File: src/rtl/riscv_core_muldiv.sv
// riscv_core_muldiv: sequential RV M-extension unit (MUL/MULH*/DIV*/REM* plus RV64 word forms).
// Latency: done pulses N+2 edges after accept (N=XLEN, 32 for word ops). Divide-by-zero,
//   signed overflow and (with RISCV_MULDIV_FAST_MUL_EN defined) all multiplies pulse 1 edge after accept.
// Backpressure: o_md_ready only in IDLE; o_md_busy in CALC/DONE stalls the pipe; i_md_flush kills the op.
module riscv_core_muldiv #(
  parameter int XLEN = 64
) (
  input  logic            i_clk,
  input  logic            i_rst,
  input  logic            i_md_valid,
  output logic            o_md_ready,
  input  logic [2:0]      i_md_op,
  input  logic            i_md_isword,
  input  logic [XLEN-1:0] i_md_srcA,
  input  logic [XLEN-1:0] i_md_srcB,
  input  logic            i_md_flush,
  output logic            o_md_busy,
  output logic            o_md_done,
  output logic [XLEN-1:0] o_md_result
);
  localparam int CW = $clog2(XLEN + 1);
  localparam int PW = 2 * XLEN;
  // The counter runs one past the last iteration: that extra CALC cycle applies sign fix-up.
  localparam logic [CW-1:0] N_FULL = CW'(XLEN);
  localparam logic [CW-1:0] N_WORD = CW'(32);

  typedef enum logic [1:0] {IDLE, CALC, DONE} state_t;
  state_t state, state_nxt;

  logic [CW-1:0]   counter;
  logic [2:0]      op_q;
  logic            word_q, neg_q, rneg_q;
  logic [XLEN-1:0] a_q;    // multiplier (shifts right) / dividend becoming quotient (shifts left)
  logic [PW-1:0]   b_q;    // multiplicand (shifts left) / divisor in the low half
  logic [PW-1:0]   p_q;    // product accumulator / partial remainder in the low half
  logic [XLEN-1:0] res_q;  // final result waiting for the DONE cycle

  logic            is_div, is_mulh, sgn_a, sgn_b, word_in, neg_a, neg_b;
  logic [XLEN-1:0] ext_a, ext_b, mag_a, mag_b, dvd_val, ovf_min, special_res;
  logic            div_zero, div_ovf, special, accept, zero_iter;
  logic [CW-1:0]   n_last;
  logic [XLEN:0]   rem_sh, rem_diff;
  logic [XLEN-1:0] quo, rem, div_res, final_res;

  function automatic logic [XLEN-1:0] sext32(input logic [XLEN-1:0] x);
    sext32 = XLEN'($signed(x[31:0]));
  endfunction

  function automatic logic [XLEN-1:0] zext32(input logic [XLEN-1:0] x);
    zext32 = XLEN'(x[31:0]);
  endfunction

  // Apply the product sign, then pick low half (MUL/MULW) or high half (MULH*).
  function automatic logic [XLEN-1:0] fmt_mul(input logic [PW-1:0] mag, input logic neg,
                                              input logic [2:0] op, input logic word);
    logic [PW-1:0] prod;
    prod = neg ? -mag : mag;
    if (op[1:0] == 2'b00) fmt_mul = word ? sext32(prod[XLEN-1:0]) : prod[XLEN-1:0];
    else                  fmt_mul = prod[PW-1:XLEN];
  endfunction

  assign o_md_ready = (state == IDLE);
  assign o_md_busy  = (state != IDLE);
  assign accept     = i_md_valid && o_md_ready && !i_md_flush;
  assign n_last     = word_q ? N_WORD : N_FULL;

  // Decode the incoming request: signedness, operand extension, magnitudes, zero-iteration cases.
  always_comb begin
    is_div  = i_md_op[2];
    is_mulh = !i_md_op[2] && (i_md_op[1:0] != 2'b00);
    sgn_a   = is_div ? !i_md_op[0] : (i_md_op[1:0] == 2'b01 || i_md_op[1:0] == 2'b10);
    sgn_b   = is_div ? !i_md_op[0] : (i_md_op[1:0] == 2'b01);
    word_in = (XLEN == 64) && i_md_isword && !is_mulh;
    ext_a   = word_in ? (sgn_a ? sext32(i_md_srcA) : zext32(i_md_srcA)) : i_md_srcA;
    ext_b   = word_in ? (sgn_b ? sext32(i_md_srcB) : zext32(i_md_srcB)) : i_md_srcB;
    neg_a   = sgn_a && ext_a[XLEN-1];
    neg_b   = sgn_b && ext_b[XLEN-1];
    mag_a   = neg_a ? -ext_a : ext_a;
    mag_b   = neg_b ? -ext_b : ext_b;
    dvd_val = word_in ? sext32(i_md_srcA) : i_md_srcA;
    ovf_min = word_in ? ~XLEN'(32'h7FFF_FFFF) : {1'b1, {(XLEN-1){1'b0}}};
    div_zero = (ext_b == '0);
    div_ovf  = !i_md_op[0] && (ext_a == ovf_min) && (&ext_b);
    special  = is_div && (div_zero || div_ovf);
    if (div_zero) special_res = i_md_op[1] ? dvd_val : '1;
    else          special_res = i_md_op[1] ? '0 : dvd_val;
  end

`ifdef RISCV_MULDIV_FAST_MUL_EN
  logic [PW-1:0]   fast_prod;
  logic [XLEN-1:0] fast_res;
  // Single-cycle magnitude product, signed and formatted in the accept cycle.
  always_comb begin
    fast_prod = PW'(mag_a) * PW'(mag_b);
    fast_res  = fmt_mul(fast_prod, neg_a ^ neg_b, i_md_op, word_in);
  end
  assign zero_iter = special || !is_div;
`else
  assign zero_iter = special;
`endif

  // One restoring-divide step: shift the next dividend bit into the remainder and trial-subtract.
  always_comb begin
    rem_sh   = {p_q[XLEN-1:0], a_q[XLEN-1]};
    rem_diff = rem_sh - {1'b0, b_q[XLEN-1:0]};
  end

  // Sign fix-up and result selection once all iterations are finished.
  always_comb begin
    quo     = neg_q ? -a_q : a_q;
    rem     = rneg_q ? -p_q[XLEN-1:0] : p_q[XLEN-1:0];
    div_res = op_q[1] ? rem : quo;
    if (word_q) div_res = sext32(div_res);
    final_res = op_q[2] ? div_res : fmt_mul(p_q, neg_q, op_q, word_q);
  end

  // Next-state logic; flush overrides everything.
  always_comb begin
    state_nxt = state;
    case (state)
      IDLE:    if (accept) state_nxt = zero_iter ? DONE : CALC;
      CALC:    if (counter == n_last) state_nxt = DONE;
      DONE:    state_nxt = IDLE;
      default: state_nxt = IDLE;
    endcase
    if (i_md_flush) state_nxt = IDLE;
  end

  // State register.
  always_ff @(posedge i_clk or posedge i_rst) begin
    if (i_rst) state <= IDLE;
    else       state <= state_nxt;
  end

  // Operand capture, iteration datapath and result/done registers.
  always_ff @(posedge i_clk or posedge i_rst) begin
    if (i_rst) begin
      counter     <= '0;
      op_q        <= '0;
      word_q      <= 1'b0;
      neg_q       <= 1'b0;
      rneg_q      <= 1'b0;
      a_q         <= '0;
      b_q         <= '0;
      p_q         <= '0;
      res_q       <= '0;
      o_md_done   <= 1'b0;
      o_md_result <= '0;
    end else begin
      o_md_done <= 1'b0;
      if (i_md_flush) begin
        counter <= '0;
      end else begin
        case (state)
          IDLE: if (accept) begin
            counter <= '0;
            op_q    <= i_md_op;
            word_q  <= word_in;
            neg_q   <= neg_a ^ neg_b;
            rneg_q  <= neg_a;
            p_q     <= '0;
            if (is_div) begin
              // Word divides start with the 32-bit dividend in the top bits so 32 steps consume it.
              a_q <= word_in ? (mag_a << (XLEN - 32)) : mag_a;
              b_q <= PW'(mag_b);
            end else begin
              a_q <= mag_b;
              b_q <= PW'(mag_a);
            end
`ifdef RISCV_MULDIV_FAST_MUL_EN
            res_q <= is_div ? special_res : fast_res;
`else
            res_q <= special_res;
`endif
          end
          CALC: begin
            counter <= counter + CW'(1);
            if (counter == n_last) begin
              res_q <= final_res;
            end else if (op_q[2]) begin
              if (!rem_diff[XLEN]) begin
                p_q <= PW'(rem_diff[XLEN-1:0]);
                a_q <= {a_q[XLEN-2:0], 1'b1};
              end else begin
                p_q <= PW'(rem_sh[XLEN-1:0]);
                a_q <= {a_q[XLEN-2:0], 1'b0};
              end
            end else begin
              if (a_q[0]) p_q <= p_q + b_q;
              b_q <= b_q << 1;
              a_q <= a_q >> 1;
            end
          end
          DONE: begin
            counter     <= '0;
            o_md_result <= res_q;
            o_md_done   <= 1'b1;
          end
          default: counter <= '0;
        endcase
      end
    end
  end

endmodule

File: config.mk
export PLATFORM = sky130hd
export DESIGN_NAME = riscv_core_muldiv
export DESIGN_NICKNAME = d
export VERILOG_FILES = /design/src/rtl/riscv_core_muldiv.sv
export SDC_FILE = /design/constraint.sdc
export NUM_CORES = 2
export LEC_CHECK = 0
export ABC_AREA = 1
export ABC_CLOCK_PERIOD_IN_PS = 29200
export CAP_MARGIN = 10
export CORE_AREA = 4 4 386 388
export CTS_CLUSTER_SIZE = 40
export DETAILED_ROUTE_END_ITERATION = 8
export DIE_AREA = 0 0 390 392
export PLACE_DENSITY_LB_ADDON = 0.08
export SETUP_SLACK_MARGIN = 0.2
export SLEW_MARGIN = 20
export SYNTH_ARGS = -nofsm -noshare
export SYNTH_HDL_FRONTEND = slang
export SYNTH_SLANG_ARGS = --single-unit
export TNS_END_PERCENT = 5
File: constraint.sdc
create_clock -name i_clk -period 29.2 [get_ports i_clk]
set_input_delay 4.38 -clock i_clk [delete_from_list [all_inputs] [get_ports i_clk]]
set_output_delay 4.38 -clock i_clk [all_outputs]
set_load 0.02 [all_outputs]
Word-level counts from Yosys, hierarchy flattened. Cells that the tools add are included. Widths: inputs -> output; s select.

Multiplexer cells: 53. Equality and inequality tests: 13. Add/subtract/negate cells: 8. Bitwise operators: 2. Reduce and logical (&&, ||, !) cells: 29.

Operators by type and width (number): $mux 64 (26); $mux 128 (8); $pmux 128 s2 (2); $neg 64->64 (4); $pmux 64 s2 (2); $add 128x128->128 (1); $neg 128->128 (1); $sub 65x64->65 (1); $eq 64x64->1 (1); $logic_not 64->1 (1); $reduce_and 64->1 (1); $mux 63 (1); $mux 7 (3); $pmux 7 s2 (1); $reduce_and 5->1 (2); $logic_and 1x1->1 (9); $mux 2 (4); $reduce_and 4->1 (2); $add 7x1->7 const B (1); $eq 7x7->1 (1); $ne 2x2->1 const B (3); $ne 3x3->1 const B (2); $reduce_bool 2->1 (3); $mux 1 (5); other kinds (12) (20).

Input bits: 136. Register bits after elaboration: 464. Output and inout bits: 67. Logic and storage cells: 117.

Logic depth before layout (Yosys ltp).
Depth in word-level cells: 14. Depth in mapped cells: 23. Depth with buffers taken out: 21.

Least setup slack after synthesis. No wires, ideal clock.

Path type: input port to flip-flop. Start: in i_md_op[1]. End: reg res_q[37]. Data required time: 29.078 ns. Arrival: 7.022 ns. Path buffers: 6. Library setup time: 0.122 ns. Cell stages on the path: 19. Setup slack: 22.055 ns. Cells stage by stage: clkbuf_1 -> inv_1 -> clkbuf_1 -> clkbuf_1 -> ha_1 -> o21ai_2 -> buf_6 -> buf_6 -> nand2_1 -> nand3_1 -> nor2_1 -> nand2_1 -> nor2_1 -> nand3_4 -> buf_2 -> nand2_1 -> o21ai_1 -> a21oi_1 -> a21oi_1.

Word-level cells in the longest chain between the ends: 9. Elaborated cells on any way between the ends: 15. Classes of those cells: eq/ne: 1; mux: 9; reduce/logical: 5.

RTL lines: start, declared (line 12) `input logic [2:0] i_md_op,`; branches (longest 6 deep; another with $mux 64); $mux 64 * (line 85) `if (div_zero) special_res = i_md_op[1] ? dvd_val : '1;`; $mux 64 * (line 155) `IDLE: if (accept) begin`; $pmux 64 s2 * (line 154) `case (state)`; end signal, assigned (line 173) `res_q <= special_res;`; end signal, assigned (line 179) `res_q <= final_res;`; end, declared (line 36) `logic [XLEN-1:0] res_q;`.

Mark *: on every way between the ends. The select of a mux whose other input is x is not followed. A chain may end at the register's enable or synchronous reset.

Worst setup path in the final report.
Start: in i_md_op[1]. End: reg res_q[42].

Same word-level chain as after synthesis.

==> out/metrics.cfg <==
[grt]
grt_use_met2 = 0.598
antenna_found_initial = 24
grt_busiest_layer = met2
grt_pass1_vias = 63332
grt_use_met1 = 0.573
overflow = 0
grt_max_degree = 158
grt_first_pass_wirelength_um = 465000
grtUsageTotal = 0.419
globalRouteMet3Util = 0.107

[routing]
first_pass_iters = 7
wire_per_inst_um = 28.2
first_iter_violations = 10935
drc = 0
ant_nets = 0
num_vias = 70867
drt_wl_total_um = 336000
viasPerCell = 5.96

[die]
core_um2 = 145000
die_w_um = 390
initial_utilization = 0.378
num_io_pins = 203
rows = 140
die_y_um = 392
die_area_um2 = 153000

[yosys]
synth_area_per_cell_um2 = 5.55
synthFlopType = dfrtp_1
synthTopCellsByArea = dfrtp_1, nand2_1, nor2_1
synth_top_cell_area_share = 0.211
syn_inst = 9909
yosys_register_bits = 464
syn-num-nets = 10247
async_reset_ff_frac = 1.00
synth.cell_area_um2 = 55000
synth.yosys.seq_area_share = 0.211
synth_cell_types = 53
yosysWarnings = 0
synth_edf_count = 0
synth_area_leader_cell = dfrtp_1

[pwr]
total_leakage_power_nw = 29.3
power_mw = 6.25
ir_drop_mv = 0.0573
p_per_area_nw_per_um2 = 103

[cts]
ctsRootBufferMaster = clkbuf_16
post_cts_buffers = 0
ctsResizeCount = 0
clock_sinks = 464
htreeDepth = 2
ctsLongestPathBuffers = 3
numCtsBuffers = 59
clock_latency_ns = 0.70
clkTransAtPathRegs_ns = 0.06
hold_buffers = 0
cts_tree = yes

[sta]
worstMarginPinSlew_ns = 1.11
fmax_ghz = 0.113
period_share = 0.302
fin_tns_setup_ns = 0
setup_viol = 0
worst_hold_slack_ns = 0.472
skew_ns = 0.0434
slew_headroom = 0.253
min_period_ns = 8.81
rsz0062_at_grt = false
slew_viol_final = 0
hold_viol_final = 0

[hold_path]
hold_path_depth = 2
hold_path.startpoint = res_q[12]
hp-class = reg -> reg
min_to = o_md_result[12]

[placement]
dpl.hpwl_um = 277000
io_buffer_count = 202
globalplace.congestion = 1.09

[critical_path]
path_delay_family = simple AND/OR/NAND/NOR gates
path_cells = buf_2, buf_4, inv_2, ha_1, nor2_2, nor2_4, buf_4, nand3_4, nand3_1, nor2_1, nand2_1, nor2_2, nand4_1, nor2_4, o21ai_0, nand2_1, nor2_1, nor2_1
critPathMostFrequentCell = nor2_1
r2r-start = state[1]
worst-r2r-cell-count = 17
slowest_delay_ns = 0.82
cp_slowest_cell = nor2_4
path_buf_inv = 4
path_class = in -> reg
r2r_setup_slack_ns = 24.25
required_ns = 29.79
reg2reg_to = p_q[65]
critPathLaunchType = input port
critPathArrivalTime_ns = 9.41
cp_max_fo = 64
end_kind = register

[layout]
drive_above_1_share = 0.0285
final_cell_mix = nand2_1, nor2_1, inv_1, nand3_1, a21oi_1
nets = 10250
layout_commonest_cell = nand2_1
final_util = 0.418
nFillCells = 16427
syn2layout_area_growth_pct = 10.6

[job]
max_cap_violations = 0

[run_status]
outcome = completed

[Yosys cell counts, types with 36 or more instances]
library cell / number
nand3b_1: 37
buf_1: 36
inv_1: 1278
dfrtp_1: 464
clkbuf_1: 239
o21ai_1: 86
ha_1: 200
nand4_1: 144
nand3_1: 892
nor2_1: 1328
o22ai_1: 126
o21ai_0: 712
xor2_1: 132
nor3_1: 92
a21oi_1: 830
nand2_1: 2902
buf_2: 65
o211ai_1: 40
[where the power goes]
part / internal, mW / switching, mW
registers: 0.838 / 0.436
clock network: 0.459 / 0.335
logic: 1.10 / 3.08
total: 2.39 / 3.86
[layer usage]
metal,up-vias,wire (um)
li1,32246,-
met1,33302,138000
met2,4509,135000
met3,792,40000
met4,18,22300
met5,-,319
[worst max-delay path by stage]
stage | start | end | slack, ns | depth (start not counted)
final | i_md_op[1] | res_q[42] | 20.39 | 18
after global routing | i_md_flush | p_q[69] | 20.23 | 18
after CTS | i_md_op[1] | res_q[42] | 20.62 | 18
after detailed placement | i_md_op[1] | res_q[42] | 19.93 | 18
after global placement | i_md_op[1] | res_q[42] | 19.93 | 18
after floorplan | i_rst | a_q[0] | 11.88 | 1
[sequential cells by signal (all words and copies together), names as in the netlist, 2 cells and up]
| register | cells |
|---|---|
| a_q | 64 |
| p_q | 128 |
| state | 2 |
| o_md_result | 64 |
| op_q | 3 |
| res_q | 64 |
| counter | 7 |
| b_q | 128 |
[cell families after synthesis]
| kind of cell | after synthesis | share of synthesized area |
|---|---|---|
| compound gates | 1961 | 0.191 |
| simple gates | 5469 | 0.409 |
| flops | 464 | 0.211 |
| fa+ha+maj | 202 | 0.0462 |
| xor+xnor | 154 | 0.0245 |
| buf+inv | 1659 | 0.117 |
[layout make-up]
class | instances | area, um^2 | share of cell area
multi-input combinational | 7786 | 37000 | 0.609
tap | 1917 | 2400 | 0.0395
timing repair buffer | 304 | 2810 | 0.0462
clock buffer | 79 | 1650 | 0.0272
clock inverter | 30 | 372 | 0.00611
inverter | 1297 | 4880 | 0.0803
antenna | 21 | 52.6 | 0.000864
sequential | 464 | 11600 | 0.191
[worst register-to-register path: stages, from the launching register on]
cell	delay, ns
dfrtp_1	0.45
nor2_2	0.21
nand2_1	0.11
nor2_2	0.74
o21ai_0	0.23
inv_2	0.14
nand2_4	0.20
inv_2	0.57
nand2_4	0.07
buf_4	0.35
nor2_4	0.19
inv_2	0.10
nor2_4	0.10
buf_4	0.63
inv_2	0.39
a21oi_1	0.21
o21ai_0	0.11
o21ai_0	0.08
[through the flow]
stage               cells  instance area (um^2)  worst slack, ns
floorplan            9909                 55000            11.88
global placement    11767                 58700            19.93
detailed placement  11767                 58700            19.93
CTS                 11876                 60700            20.62
global route        11882                 60700            20.23
finish              11898                 60800            20.39
(Power assumes the default switching activity.)
